<file path="src/rtl/alu_pkg.sv">
// alu_pkg: ALU control encodings, branch funct3 codes and requester IDs
package alu_pkg;
    localparam logic [3:0] ALU_ADD  = 4'b0000;
    localparam logic [3:0] ALU_SUB  = 4'b1000;
    localparam logic [3:0] ALU_SLL  = 4'b0001;
    localparam logic [3:0] ALU_SLT  = 4'b0010;
    localparam logic [3:0] ALU_SLTU = 4'b0011;
    localparam logic [3:0] ALU_XOR  = 4'b0100;
    localparam logic [3:0] ALU_SRL  = 4'b0101;
    localparam logic [3:0] ALU_SRA  = 4'b1101;
    localparam logic [3:0] ALU_OR   = 4'b0110;
    localparam logic [3:0] ALU_AND  = 4'b0111;
    localparam logic [2:0] BR_BEQ  = 3'b000;
    localparam logic [2:0] BR_BNE  = 3'b001;
    localparam logic [2:0] BR_BLT  = 3'b100;
    localparam logic [2:0] BR_BGE  = 3'b101;
    localparam logic [2:0] BR_BLTU = 3'b110;
    localparam logic [2:0] BR_BGEU = 3'b111;
    localparam logic REQ_EX = 1'b0;
    localparam logic REQ_AG = 1'b1;
endpackage

</file>
<file path="src/rtl/alu.sv">
// alu: combinational 32-bit ALU with branch comparison on funct3
module alu
    import alu_pkg::*;
#(
    parameter int XLEN = 32
) (
    input  logic [3:0]      ctrl,
    input  logic [XLEN-1:0] in1,
    input  logic [XLEN-1:0] in2,
    output logic [XLEN-1:0] result,
    output logic            branch
);
    logic lt, ltu;
    assign lt  = $signed(in1) < $signed(in2);
    assign ltu = in1 < in2;
    // Arithmetic/logic result selected by the full 4-bit control
    always_comb begin
        result = '0;
        case (ctrl)
            ALU_ADD:  result = in1 + in2;
            ALU_SUB:  result = in1 - in2;
            ALU_SLL:  result = in1 << in2[4:0];
            ALU_SLT:  result = {{(XLEN-1){1'b0}}, lt};
            ALU_SLTU: result = {{(XLEN-1){1'b0}}, ltu};
            ALU_XOR:  result = in1 ^ in2;
            ALU_SRL:  result = in1 >> in2[4:0];
            ALU_SRA:  result = $signed(in1) >>> in2[4:0];
            ALU_OR:   result = in1 | in2;
            ALU_AND:  result = in1 & in2;
            default:  result = '0;
        endcase
    end
    // Branch condition from funct3; codes 010/011 have no branch meaning and give 0
    always_comb begin
        branch = 1'b0;
        case (ctrl[2:0])
            BR_BEQ:  branch = in1 == in2;
            BR_BNE:  branch = in1 != in2;
            BR_BLT:  branch = lt;
            BR_BGE:  branch = !lt;
            BR_BLTU: branch = ltu;
            BR_BGEU: branch = !ltu;
            default: branch = 1'b0;
        endcase
    end
endmodule

</file>
<file path="src/rtl/rr_arb2.sv">
// rr_arb2: two-way round-robin grant, qualified by response slot availability
module rr_arb2 (
    input  logic       valid0,
    input  logic       valid1,
    input  logic       last,
    input  logic       slot_free,
    output logic [1:0] gnt,
    output logic       gnt_idx
);
    // On contention the requester that did not win last time goes first
    always_comb begin
        gnt_idx = (valid0 && valid1) ? !last : valid1;
        gnt[0]  = slot_free && valid0 && !gnt_idx;
        gnt[1]  = slot_free && valid1 && gnt_idx;
    end
endmodule

</file>
<file path="src/rtl/alu_arbiter.sv">
// alu_arbiter: shares one ALU between two requesters with a registered response; ALU_ARB_STATS_EN adds counters
module alu_arbiter
    import alu_pkg::*;
#(
    parameter int XLEN  = 32,
    parameter int CNT_W = 16
) (
    input  logic             clk,
    input  logic             rst,
    input  logic             req0_valid,
    output logic             req0_ready,
    input  logic [3:0]       req0_ctrl,
    input  logic [XLEN-1:0]  req0_in1,
    input  logic [XLEN-1:0]  req0_in2,
    input  logic             req1_valid,
    output logic             req1_ready,
    input  logic [3:0]       req1_ctrl,
    input  logic [XLEN-1:0]  req1_in1,
    input  logic [XLEN-1:0]  req1_in2,
    output logic             rsp_valid,
    input  logic             rsp_ready,
    output logic             rsp_id,
    output logic [XLEN-1:0]  rsp_result,
    output logic             rsp_branch
`ifdef ALU_ARB_STATS_EN
    ,
    output logic [CNT_W-1:0] stat_grant0,
    output logic [CNT_W-1:0] stat_grant1,
    output logic [CNT_W-1:0] stat_conflict
`endif
);
    logic            slot_free, gnt_idx, last, alu_br, accept;
    logic [1:0]      gnt;
    logic [3:0]      alu_ctrl;
    logic [XLEN-1:0] alu_a, alu_b, alu_res;
    assign slot_free  = !rsp_valid || rsp_ready;
    assign req0_ready = gnt[0];
    assign req1_ready = gnt[1];
    assign accept     = |gnt;
    rr_arb2 u_arb (
        .valid0    (req0_valid),
        .valid1    (req1_valid),
        .last      (last),
        .slot_free (slot_free),
        .gnt       (gnt),
        .gnt_idx   (gnt_idx)
    );
    // Steer the granted requester's operation onto the shared ALU
    always_comb begin
        alu_ctrl = gnt_idx ? req1_ctrl : req0_ctrl;
        alu_a    = gnt_idx ? req1_in1  : req0_in1;
        alu_b    = gnt_idx ? req1_in2  : req0_in2;
    end
    alu #(.XLEN(XLEN)) u_alu (
        .ctrl   (alu_ctrl),
        .in1    (alu_a),
        .in2    (alu_b),
        .result (alu_res),
        .branch (alu_br)
    );
    // Response register: refill on accept, otherwise drain when consumed; priority rotates only on accept
    always_ff @(posedge clk or posedge rst) begin
        if (rst) begin
            rsp_valid  <= 1'b0;
            rsp_id     <= REQ_EX;
            rsp_result <= '0;
            rsp_branch <= 1'b0;
            last       <= REQ_AG;
        end else if (accept) begin
            rsp_valid  <= 1'b1;
            rsp_id     <= gnt_idx;
            rsp_result <= alu_res;
            rsp_branch <= alu_br;
            last       <= gnt_idx;
        end else if (rsp_ready) begin
            rsp_valid  <= 1'b0;
        end
    end
`ifdef ALU_ARB_STATS_EN
    // Saturating grant and contention counters
    always_ff @(posedge clk or posedge rst) begin
        if (rst) begin
            stat_grant0   <= '0;
            stat_grant1   <= '0;
            stat_conflict <= '0;
        end else begin
            if (gnt[0] && !(&stat_grant0)) stat_grant0 <= stat_grant0 + CNT_W'(1);
            if (gnt[1] && !(&stat_grant1)) stat_grant1 <= stat_grant1 + CNT_W'(1);
            if (req0_valid && req1_valid && slot_free && !(&stat_conflict))
                stat_conflict <= stat_conflict + CNT_W'(1);
        end
    end
`else
    if (CNT_W < 1) begin : g_bad_cnt_w
    end
`endif
endmodule

</file>
<file path="config.mk">
export PLATFORM = sky130hd
export DESIGN_NAME = alu_arbiter
export DESIGN_NICKNAME = d
export VERILOG_FILES = /design/src/rtl/alu_pkg.sv /design/src/rtl/alu.sv /design/src/rtl/rr_arb2.sv /design/src/rtl/alu_arbiter.sv
export SDC_FILE = /design/constraint.sdc
export NUM_CORES = 1
export LEC_CHECK = 0
export CAP_MARGIN = 10
export CORE_ASPECT_RATIO = 1.25
export CORE_MARGIN = 2
export CORE_UTILIZATION = 45
export CTS_CLUSTER_DIAMETER = 100
export CTS_CLUSTER_SIZE = 30
export DETAILED_ROUTE_END_ITERATION = 10
export PLACE_DENSITY = 0.67
export SYNTH_ARGS = -nofsm -noshare
export SYNTH_HDL_FRONTEND = slang
export SYNTH_SLANG_ARGS = --single-unit
export TNS_END_PERCENT = 50
</file>
<file path="constraint.sdc">
create_clock -name clk -period 5.99 [get_ports clk]
set_clock_uncertainty 0.15 [all_clocks]
set_input_delay 0.599 -clock clk [delete_from_list [all_inputs] [get_ports clk]]
set_output_delay 0.599 -clock clk [all_outputs]
set_load 0.02 [all_outputs]
</file>
# Word-level counts from Yosys, hierarchy flattened
# Cells that the tools add are included.
[totals] register_bits=36 in_bits=141 out_inout_bits=37 word_cells=54
[classes] add_sub_neg=2 order_cmp=2 n_eq_ne=16 shifts=3 n_mux=8 bitwise_logic=3 n_reduce_logical=15
[op_table] op="32-bit one-hot mux with 10 select lines" count=1
[op_table] op="32-bit < comparator" count=2
[op_table] op="32-bit 2-to-1 mux" count=2
[op_table] op="32-bit adder" count=1
[op_table] op="32-bit bitwise AND" count=1
[op_table] op="32-bit == test" count=1
[op_table] op="32-bit != test" count=1
[op_table] op="32-bit OR" count=1
[op_table] op="32-bit by 5-bit left shift with 32-bit output" count=1
[op_table] op="32-bit by 5-bit >> shifter with 32-bit output" count=1
[op_table] op="32-bit by 5-bit >>> shifter with 32-bit output" count=1
[op_table] op="32-bit subtractor" count=1
[op_table] op="32-bit XOR" count=1
[op_table] op="4-bit by 3-bit == test with 1-bit output (second input constant)" count=4
[op_table] op="3-bit == test (second input constant)" count=4
[op_table] op="4-bit by 2-bit == test with 1-bit output (second input constant)" count=2
[op_table] op="4-bit == test (second input constant)" count=2
[op_table] op="1-bit one-hot mux with 6 select lines" count=1
[op_table] op="1-bit logical AND" count=5
[op_table] op="1-bit logical NOT" count=5
[op_table] op="4-bit by 1-bit == test with 1-bit output (second input constant)" count=1
[op_table] op="4-bit logical NOT" count=1
[op_table] op="4-bit 2-to-1 mux" count=1
[op_table] op="3-bit by 1-bit == test with 1-bit output (second input constant)" count=1
[op_table] op="5 further kinds" count=7

# Longest topological paths before layout
# Gate-level depths: netlist of the first run.
[logic_depth] word_depth=6 mapped_depth=22 ltp_nobuf=15

# By module
# A second synthesis of the first run with hierarchy kept.
[unflattened] hier_cells=1432 hier_area_um2=10839.1
[by_module_without_submodules] module="alu" n_inst=1 cells_per_inst=1273 area_each_um2=8515.7 seq_area_each_um2=0.0
[by_module_without_submodules] module="alu_arbiter" n_inst=1 cells_per_inst=154 area_each_um2=2293.4 seq_area_each_um2=902.1
[by_module_without_submodules] module="rr_arb2" n_inst=1 cells_per_inst=5 area_each_um2=30.0 seq_area_each_um2=0.0

# Least setup slack after synthesis of the first run
# No wires, ideal clock.
[synth_timing] path_kind="input-to-reg" start="input port req1_valid" end="register rsp_result[27]" setup_ns=0.134 t_arrival_ns=4.661 t_required_ns=5.706 slack_ns=1.045 cell_stages=19 path_buffers=7 cell_sequence="a21boi_2 buf_4 buf_4 buf_2 buf_2 buf_2 buf_2 clkbuf_1 nand2_1 nand2_1 ha_1 or3_1 a2111oi_0 nand2_1 a21oi_2 a221o_1 o21ai_0 a2111oi_0 a21oi_1"
[synth_via] elab_chain_cells=5 elab_cells_between_ends=29 classes_between="2 x add/sub; 9 x eq/ne; 3 x shift; 5 x mux; 3 x bitwise; 7 x reduce/logical"
[synth_rtl] element="start: declaration" line_no="alu_arbiter.sv:15" text="input logic req1_valid,"
[synth_rtl] element="1-bit logical AND" line_no="rr_arb2.sv:12" text="gnt_idx = (valid0 && valid1) ? !last : valid1;"
[synth_rtl] element="1-bit 2-to-1 mux" line_no="rr_arb2.sv:12"
[synth_rtl] element="32-bit 2-to-1 mux, or another cell as far along" line_no="alu_arbiter.sv:51" text="alu_a = gnt_idx ? req1_in1 : req0_in1;"
[synth_rtl] element="32-bit subtractor, or another cell as far along" line_no="alu.sv:21" text="ALU_SUB: result = in1 - in2;"
[synth_rtl] element="32-bit one-hot mux with 10 select lines / 2-bit OR reduction (equally long branches)" line_no="alu.sv:19, alu_arbiter.sv:39"
[synth_rtl] element="end signal: assignment" line_no="alu_arbiter.sv:72" text="rsp_result <= alu_res;"
[synth_rtl] element="end: declaration" line_no="alu_arbiter.sv:23" text="output logic [XLEN-1:0] rsp_result,"
# Several ways; a longest one is shown, not always the timed one.
# A chain may end at the register's enable or synchronous reset.

# Worst setup path after layout of the first run
[layout_timing] start="input port req0_valid" end="register rsp_branch"
[layout_via] elab_chain_cells=6 elab_cells_between_ends=23 classes_between="2 x order compare; 7 x eq/ne; 5 x mux; 9 x reduce/logical"
[layout_rtl] element="start: declaration" line_no="alu_arbiter.sv:10" text="input logic req0_valid,"
[layout_rtl] element="1-bit logical AND" line_no="rr_arb2.sv:12"
[layout_rtl] element="1-bit 2-to-1 mux" line_no="rr_arb2.sv:12"
[layout_rtl] element="32-bit 2-to-1 mux, on equally long branches" line_no="alu_arbiter.sv:51, alu_arbiter.sv:52"
[layout_rtl] element="32-bit < comparator, on equally long branches" line_no="alu.sv:15, alu.sv:14"
[layout_rtl] element="1-bit logical NOT, on equally long branches" line_no="alu.sv:42, alu.sv:40"
[layout_rtl] element="1-bit one-hot mux with 6 select lines" line_no="alu.sv:36" text="case (ctrl[2:0])"
[layout_rtl] element="end signal: assignment" line_no="alu_arbiter.sv:73" text="rsp_branch <= alu_br;"
[layout_rtl] element="end: declaration" line_no="alu_arbiter.sv:24" text="output logic rsp_branch"
# Several ways; a longest one is shown, not always the timed one.

==> impl_results.md, run 1 <==
- WL met3: 6140 µm
- Mux cell area share after synthesis: 19.6%
- GRT Total Usage: between 40% and 50%
- Seq/Total Area, Yosys: 6.81%
- Part of the power in combinational logic: 80.0%
- Tcrit/Tclk final: 91.0%
- Die area: 30800 µm²
- Worst Tran Pin Value: 1160 ps
- Clk Latency, worst-skew pair: around 300 ps
- DRC violation count after routing: 0
- Pwr dens: 211 nW/µm²
- Post-Synth Simple-Gate Area: 22.8%
- Pre-antenna DRT Iters: 8
- Main combinational cell family by area after synthesis: compound AO/OA/AOI/OAI gates
- Via count: 16500
- Clk pwr share: 9.1%
- Commonest cells in the synthesized netlist: nand2_1 (332), a21oi_1 (232), mux2i_1 (200), nor2_1 (136), inv_1 (101)
- CTS root buf: clkbuf_16
- RSZ-0062 raised after global routing: no
- Status: finished, final reports clean
- Setup TNS: 0 ps
- Max Cap Viol: 0
- Top layer reached by signal wires: met5
- Post-DR vias/cell: 6.68
- CTS tree: built
- HPWL after DPL: 52700 µm
- Critical path launch point type: input pin
- Top post-synthesis cells by area: mux2i_1 (15%), nand2_1 (9.4%), ha_1 (9.3%), a21oi_1 (8.8%), dfrtp_1 (6.6%)
- Row count: 70
- Worst EP required: 6040 ps
- Post-CTS Resized: 0
- Buffers on Ports: 177
- Normalized max-slew margin: between 20 and 25%
- Synth Cell Area: roughly 13000 µm²
- Nets: ~2300
- Psw: around 0.0019 W
- Fraction of registers with async set/reset: 100%
- Synth Flop Type: dfrtp_1
- XOR/XNOR Fraction of Synth Area: less than 1%
- Crit Path Max Fanout: 53
- Sequential Power Share: 10.9%
- Routed WL: 66900 µm
- Synth warnings: 0
- Cts hold-fix bufs: 0
- Met1 wire length: 26400 µm
- Hold Fails Final Rpt: 0
- Mapped Avg Cell Area: 6.69 µm²
- Initial antenna violation count: 2
- Top-area cell type share of the netlist area: between 10% and 20%
- Peak VDD IR: 0.132 mV
- Total congestion overflow: 0
- Worst hold-check path type: reg -> reg
- IO Pins: 178
- Largest net degree at the start of global routing: 60
- Final ANT Viol Nets: 0
- WP data arrival: between 5000 and 6000 ps
- Die H: between 150 and 200 µm
- Met2 routed WL: 29400 µm
- Setup violators final: 0
- Fin crit period: 5450 ps
- Adder-cell share of the synthesized area: 9.56%
- Clock transition at path regs: around 70 ps
- Die X-Extent: around 160 µm
- Syn Nets: 2223
- Most numerous cell in the Yosys netlist: nand2_1
- Setup ws final: about 540 ps
- Vias in the first global route: 15500
- WS Path Type: in -> reg
- Setup Buffers After CTS: 0
- Final GP Congestion: between 1 and 1.5
- Clock Sinks: 36
- Global-route wire length before repair: just under 100000 µm
- Internal: around 0.0014 W
- Switching Share: 57.6%
- Cell taking the most area after synthesis: mux2i_1
- Post-placement setup slack: 397 ps
- Avg WL per Cell: 27.0 µm
- Max clock buf depth: 2
- H-tree levels: 2
- Starting Density: 45.4%
- Leakage: 6.82 nW
- Fmax: 183 MHz
- CTS Buf Count: 5
- Max-slew violations: 0
- CP Capture Type: flop
- Core Region: 29200 µm²
- Yosys cell types: about 90
- Area grow syn2layout: 17.4%
- Syn Inst Count: between 1500 and 2000
- Number of flops mapped to enable cells by yosys: 0
- Layout cells sized above 1: 7.51%
- Number of DRC markers in iteration 0: 2286
- Flops & latches, synth: 36
- Synth Area in Compound Gates: 32.0%
-- cell usage in the layout, fill, tap and decap left out, types with 7 or more instances in the layout --
master	n
nand2_1	332
a21oi_1	232
mux2i_1	198
clkdlybuf4s50_1	175
nor2_1	135
inv_1	100
ha_1	98
o21ai_0	88
buf_4	64
a211oi_1	49
nor3_1	42
nor2b_1	41
nand3_1	40
mux2_2	36
dfrtp_1	35
o211ai_1	33
a31oi_1	28
o31ai_1	16
a221oi_1	16
nand2b_1	15
nor4_1	15
a21o_1	15
a221o_1	14
o21bai_1	13
o221ai_1	12
and3_1	11
a222oi_1	11
and2_1	10
xnor2_1	10
o22ai_1	9
o21a_1	8
or2_2	7
a2111oi_0	7
-- cells by family after synthesis --
logic type | count (synthesis)
compound gates | 647
xor+xnor | 12
simple gates | 680
buf+inv | 260
mux | 247
flops | 36
fa+ha+maj | 100
-- registers in the layout, summed over array words and instances, names as in the netlist --
signal      flops
last            1
rsp_valid       1
rsp_result     32
rsp_id          1
rsp_branch      1
-- power by group through the flow --
stage | Clock, W | Sequential, W | Combinational (W)
after floorplan | 0 | 0.000394 | 0.00157
final | 0.000297 | 0.000359 | 0.00263
after CTS | 0.000297 | 0.000356 | 0.00255
after global placement | 0 | 0.000359 | 0.00253
after global routing | 0.000300 | 0.000360 | 0.00278
after detailed placement | 0 | 0.000360 | 0.00253
-- critical path, cell delays in order --
cell	delay, ps
clkdlybuf4s50_1	660
a21bo_4	430
buf_12	290
nand2_1	90
nand2_1	270
ha_1	450
or4_1	640
nor4_1	440
inv_1	90
nor2_1	260
nand2_1	200
nor3_1	440
a211oi_1	130
xnor2_1	180
o31ai_1	230
-- final timing paths --
| check | startpoint | end | slack, ps | depth (start not counted) |
|---|---|---|---|---|
| setup reg to reg | last | rsp_branch | 950 | 14 |
| min in group asynchronous | rst | rsp_result[30] | 590 | 3 |
| hold / removal | rsp_id | rsp_id | 340 | 1 |
| max in group asynchronous | rst | rsp_result[7] | 4670 | 3 |
| setup / recovery | req0_valid | rsp_branch | 540 | 15 |
| hold reg to reg | rsp_id | rsp_id | 340 | 1 |
-- metrics by stage --
step                      area (µm²)  utilization (%)  hold slack (ps)  instances  power [W]
after floorplan                13300                -              368       1982    0.00196
after detailed placement       15400             52.8              328       2465    0.00289
after CTS                      15500             53.3              342       2473    0.00320
after global placement         15400             52.8              313       2465    0.00289
after global routing           15500             53.3              359       2473    0.00344
final                          15600             53.3              344       2474    0.00328
-- area by class of cell --
cell class                 count  area, µm²
tap                          396        495
fill                        2990      13600
clock inverter                 3       18.8
multi-input combinational   1686      11300
clock buffer                   5        125
antenna                        1       2.50
timing repair buffer         244       2300
inverter                     103        388
sequential                    36        902
-- per-layer routing --
| layer | vias to the layer above | track usage, % |
|---|---|---|
| met5 | - | 0 |
| met4 | 4 | 25.9 |
| met3 | 212 | 6.67 |
| met2 | 1049 | 65.3 |
| met1 | 7813 | 53.8 |
| li1 | 7437 | - |
Power figures use the tool's default switching activity.
==> run 2, diff against run 1 <==
--- a/config.mk
+++ b/config.mk
@@ -12,7 +12,7 @@
 export CTS_CLUSTER_DIAMETER = 100
 export CTS_CLUSTER_SIZE = 30
 export DETAILED_ROUTE_END_ITERATION = 10
-export PLACE_DENSITY = 0.67
+export PLACE_DENSITY = 0.64
 export SYNTH_ARGS = -nofsm -noshare
 export SYNTH_HDL_FRONTEND = slang
 export SYNTH_SLANG_ARGS = --single-unit
==> constraint.sdc (replaced) <==
create_clock -name clk -period 5.99 [get_ports clk]
set_clock_uncertainty 0.15 [all_clocks]
set_input_delay 1.198 -clock clk [delete_from_list [all_inputs] [get_ports clk]]
set_output_delay 1.198 -clock clk [all_outputs]
set_load 0.02 [all_outputs]
==> impl_results.md, run 2 (synthesized netlist as in run 1, its figures left out) <==
- Clock transition at path regs: 70 ps (about the same)
- WP depth: 15 (unchanged)
- Leakage: 7.18 nW (+5.2%)
- Internal: 0.00148 W (+6.4%)
- Dpl cells: 2536 (+2.9%)
- Worst Tran Pin Value: 1030 ps (-131 ps)
- Cts hold-fix bufs: 0 (unchanged)
- Top layer reached by signal wires: met5
- WL met3: 5470 µm (-11%)
- Row count: 70 (unchanged)
- DRC violation count after routing: 0 (unchanged)
- Area grow syn2layout: 21.7%
- Met2 routed WL: 30500 µm (+3.8%)
- Tcrit/Tclk final: 95.7% (+4.7 points)
- Starting Density: 45.4% (unchanged)
- Non-Filler Instances: 2543 (+2.8%)
- Max-slew violations: 0 (unchanged)
- GRT Total Usage: 41.7% (-0.20 points)
- Worst hold-check path type: reg -> reg
- Avg WL per Cell: 26.2 µm (-3.1%)
- Via count: 16800 (+1.7%)
- Crit Path Max Fanout: 30 (-43%)
- Max clock buf depth: 2 (unchanged)
- CTS tree: built
- Part of the power in combinational logic: 81.2% (+1.2 points)
- Fmax: 174 MHz (-4.9%)
- Die H: 196 µm (unchanged)
- CTS Buf Count: 5 (unchanged)
- Routed WL: 66600 µm (-0.39%)
- Vias in the first global route: 15900 (+2.6%)
- IO Pins: 178 (unchanged)
- Switching Share: 56.0% (-1.6 points)
- Most frequent cells in the layout: nand2_1 (332), a21oi_1 (232), mux2i_1 (198), clkdlybuf4s50_1 (175), nor2_1 (136)
- Buffers on Ports: 177 (unchanged)
- CP max stage cell: o21ai_0
- Worst EP required: 6000 ps (-40 ps)
- CTS root buf: clkbuf_16
- Normalized max-slew margin: 31.2% (+8.5 points)
- Setup violators final: 0 (unchanged)
- Post-DR vias/cell: 6.60 (-1.1%)
- Sequential Power Share: 10.7% (-0.2 points)
- Setup TNS: 0 ps (unchanged)
- Max Cap Viol: 0 (unchanged)
- Core Region: 29200 µm² (unchanged)
- Min-delay src: rsp_id
- Peak VDD IR: 0.112 mV (-16%)
- Die X-Extent: 157 µm (unchanged)
- Largest register FFs: 32 (unchanged)
- Pre-antenna DRT Iters: 6 (-2)
- Initial antenna violation count: 2 (unchanged)
- Largest net degree at the start of global routing: 77 (+28%)
- Final ANT Viol Nets: 0 (unchanged)
- Clk pwr share: 8.0% (-1.1 points)
- Status: finished, final reports clean
- WS Path Type: in -> reg
- Top reg by flops: rsp_result
- Die area: 30800 µm² (unchanged)
- Global-route wire length before repair: 97700 µm (+0.34%)
- CP most frequent cell: nand2_1
- R2r setup slk: 1290 ps (+340 ps)
- WP buf/inv: 3 (unchanged)
- CP Launch Point: req0_valid
- Pwr dens: 209 nW/µm² (-1.0%)
- RR Endpoint: rsp_result[28]
- Total congestion overflow: 0 (unchanged)
- CP peak stage delay: 710 ps (+50 ps)
- Clk Latency, worst-skew pair: 290 ps (about the same)
- Fin crit period: 5730 ps (+281 ps)
- Final GP Congestion: 1.02 (-0.93%)
- Nets: 2388 (+3.1%)
- RSZ-0062 raised after global routing: no
- Fillcell total: 2938 (-1.7%)
- HPWL after DPL: 53200 µm (+1.0%)
- Clock Sinks: 36 (unchanged)
- Antenna Cells: 0 (-1)
- Met1 wire length: 26400 µm (about the same)
- WP data arrival: 5740 ps (+240 ps)
- Psw: 0.00189 W (-0.20%)
- CP top delay family: compound AO/OA/AOI/OAI gates
- Hold Fails Final Rpt: 0 (unchanged)
- Crit path to: rsp_result[28]
- H-tree levels: 2 (unchanged)
- Layout cells sized above 1: 10.4% (+2.9 points)
- Worst R2R Start: last
- WHS: 336 ps (-7.16 ps)
- CP Capture Type: flop
- Commonest non-fill, non-tap cell in the layout: nand2_1
- Critical path launch point type: input pin
- Setup Buffers After CTS: 0 (unchanged)
- R2R cell count: 16 (+2)
- CP cell instances: clkdlybuf4s50_1 -> a21boi_4 -> buf_12 -> buf_4 -> nand2_1 -> nand2_1 -> ha_1 -> or2_2 -> nor3_1 -> a21oi_1 -> o21ai_0 -> o41ai_1 -> a2111oi_2 -> o221a_2 -> o211ai_1
- Post-CTS Resized: 0 (unchanged)
- Number of DRC markers in iteration 0: 2180 (-4.6%)
run 2: changes by cell type in the layout (fill, tap and decap cells not counted), sizes merged:
| cell | previous run | this run |
|---|---|---|
| diode | 1 | 0 |
| clkbuf | 5 | 6 |
| buf | 69 | 140 |
| clkinv | 5 | 3 |
run 2: worst register-to-register path: stages (launching register included):
cell	delay, ps
dfstp_2	580
a21bo_4	200
buf_12	190
buf_4	200
nand2_1	60
nand2_1	270
ha_1	350
buf_4	190
inv_1	150
a21oi_1	90
o31ai_1	340
a21oi_1	180
o21ai_0	710
o41ai_1	190
a2111oi_2	370
o221a_2	280
o211ai_1	80
run 2: worst min-delay path by stage:
| stage | endpoint | cells after the start | slack, ps |
|---|---|---|---|
| finish | rsp_id | 1 | 340 |
| global route | rsp_id | 1 | 370 |
| CTS | rsp_id | 1 | 340 |
| detailed placement | rsp_id | 1 | 330 |
| global placement | rsp_id | 1 | 310 |
| floorplan | last | 2 | 370 |
run 2: layout make-up:
cell class	count	area (µm²)	area share, %
clock buffer	6	129	0.799
inverter	103	388	2.41
tap	396	495	3.07
multi-input combinational	1686	11300	70.2
clock inverter	1	5.00	0.0310
sequential	36	902	5.59
timing repair buffer	315	2890	17.9
run 2: per-stage QoR:
stage / util (%) / instance area, µm² / total power, W / setup slack (ps)
2_1_floorplan: - / 13300 / 0.00196 / 446
3_3_place_gp: 54.8 / 16000 / 0.00300 / 145
3_5_place_dp: 54.8 / 16000 / 0.00300 / 83.2
4_1_cts: 55.3 / 16100 / 0.00328 / 371
5_1_grt: 55.3 / 16100 / 0.00354 / 62.8
6_report: 55.3 / 16100 / 0.00337 / 259
run 2: per-layer routing:
metal | global-route usage (%) | up-vias
met4 | 23.2 | 4
met1 | 52.2 | 8038
met2 | 67.9 | 978
li1 | - | 7564
met5 | 0 | -
met3 | 6.49 | 204
run 2: power groups by stage:
stage          Sequential, W  Combinational (W)  Clock, W
6_report            0.000362            0.00274  0.000270
3_5_place_dp        0.000362            0.00264         0
5_1_grt             0.000363            0.00290  0.000275
3_3_place_gp        0.000364            0.00264         0
2_1_floorplan       0.000394            0.00157         0
4_1_cts             0.000359            0.00266  0.000269
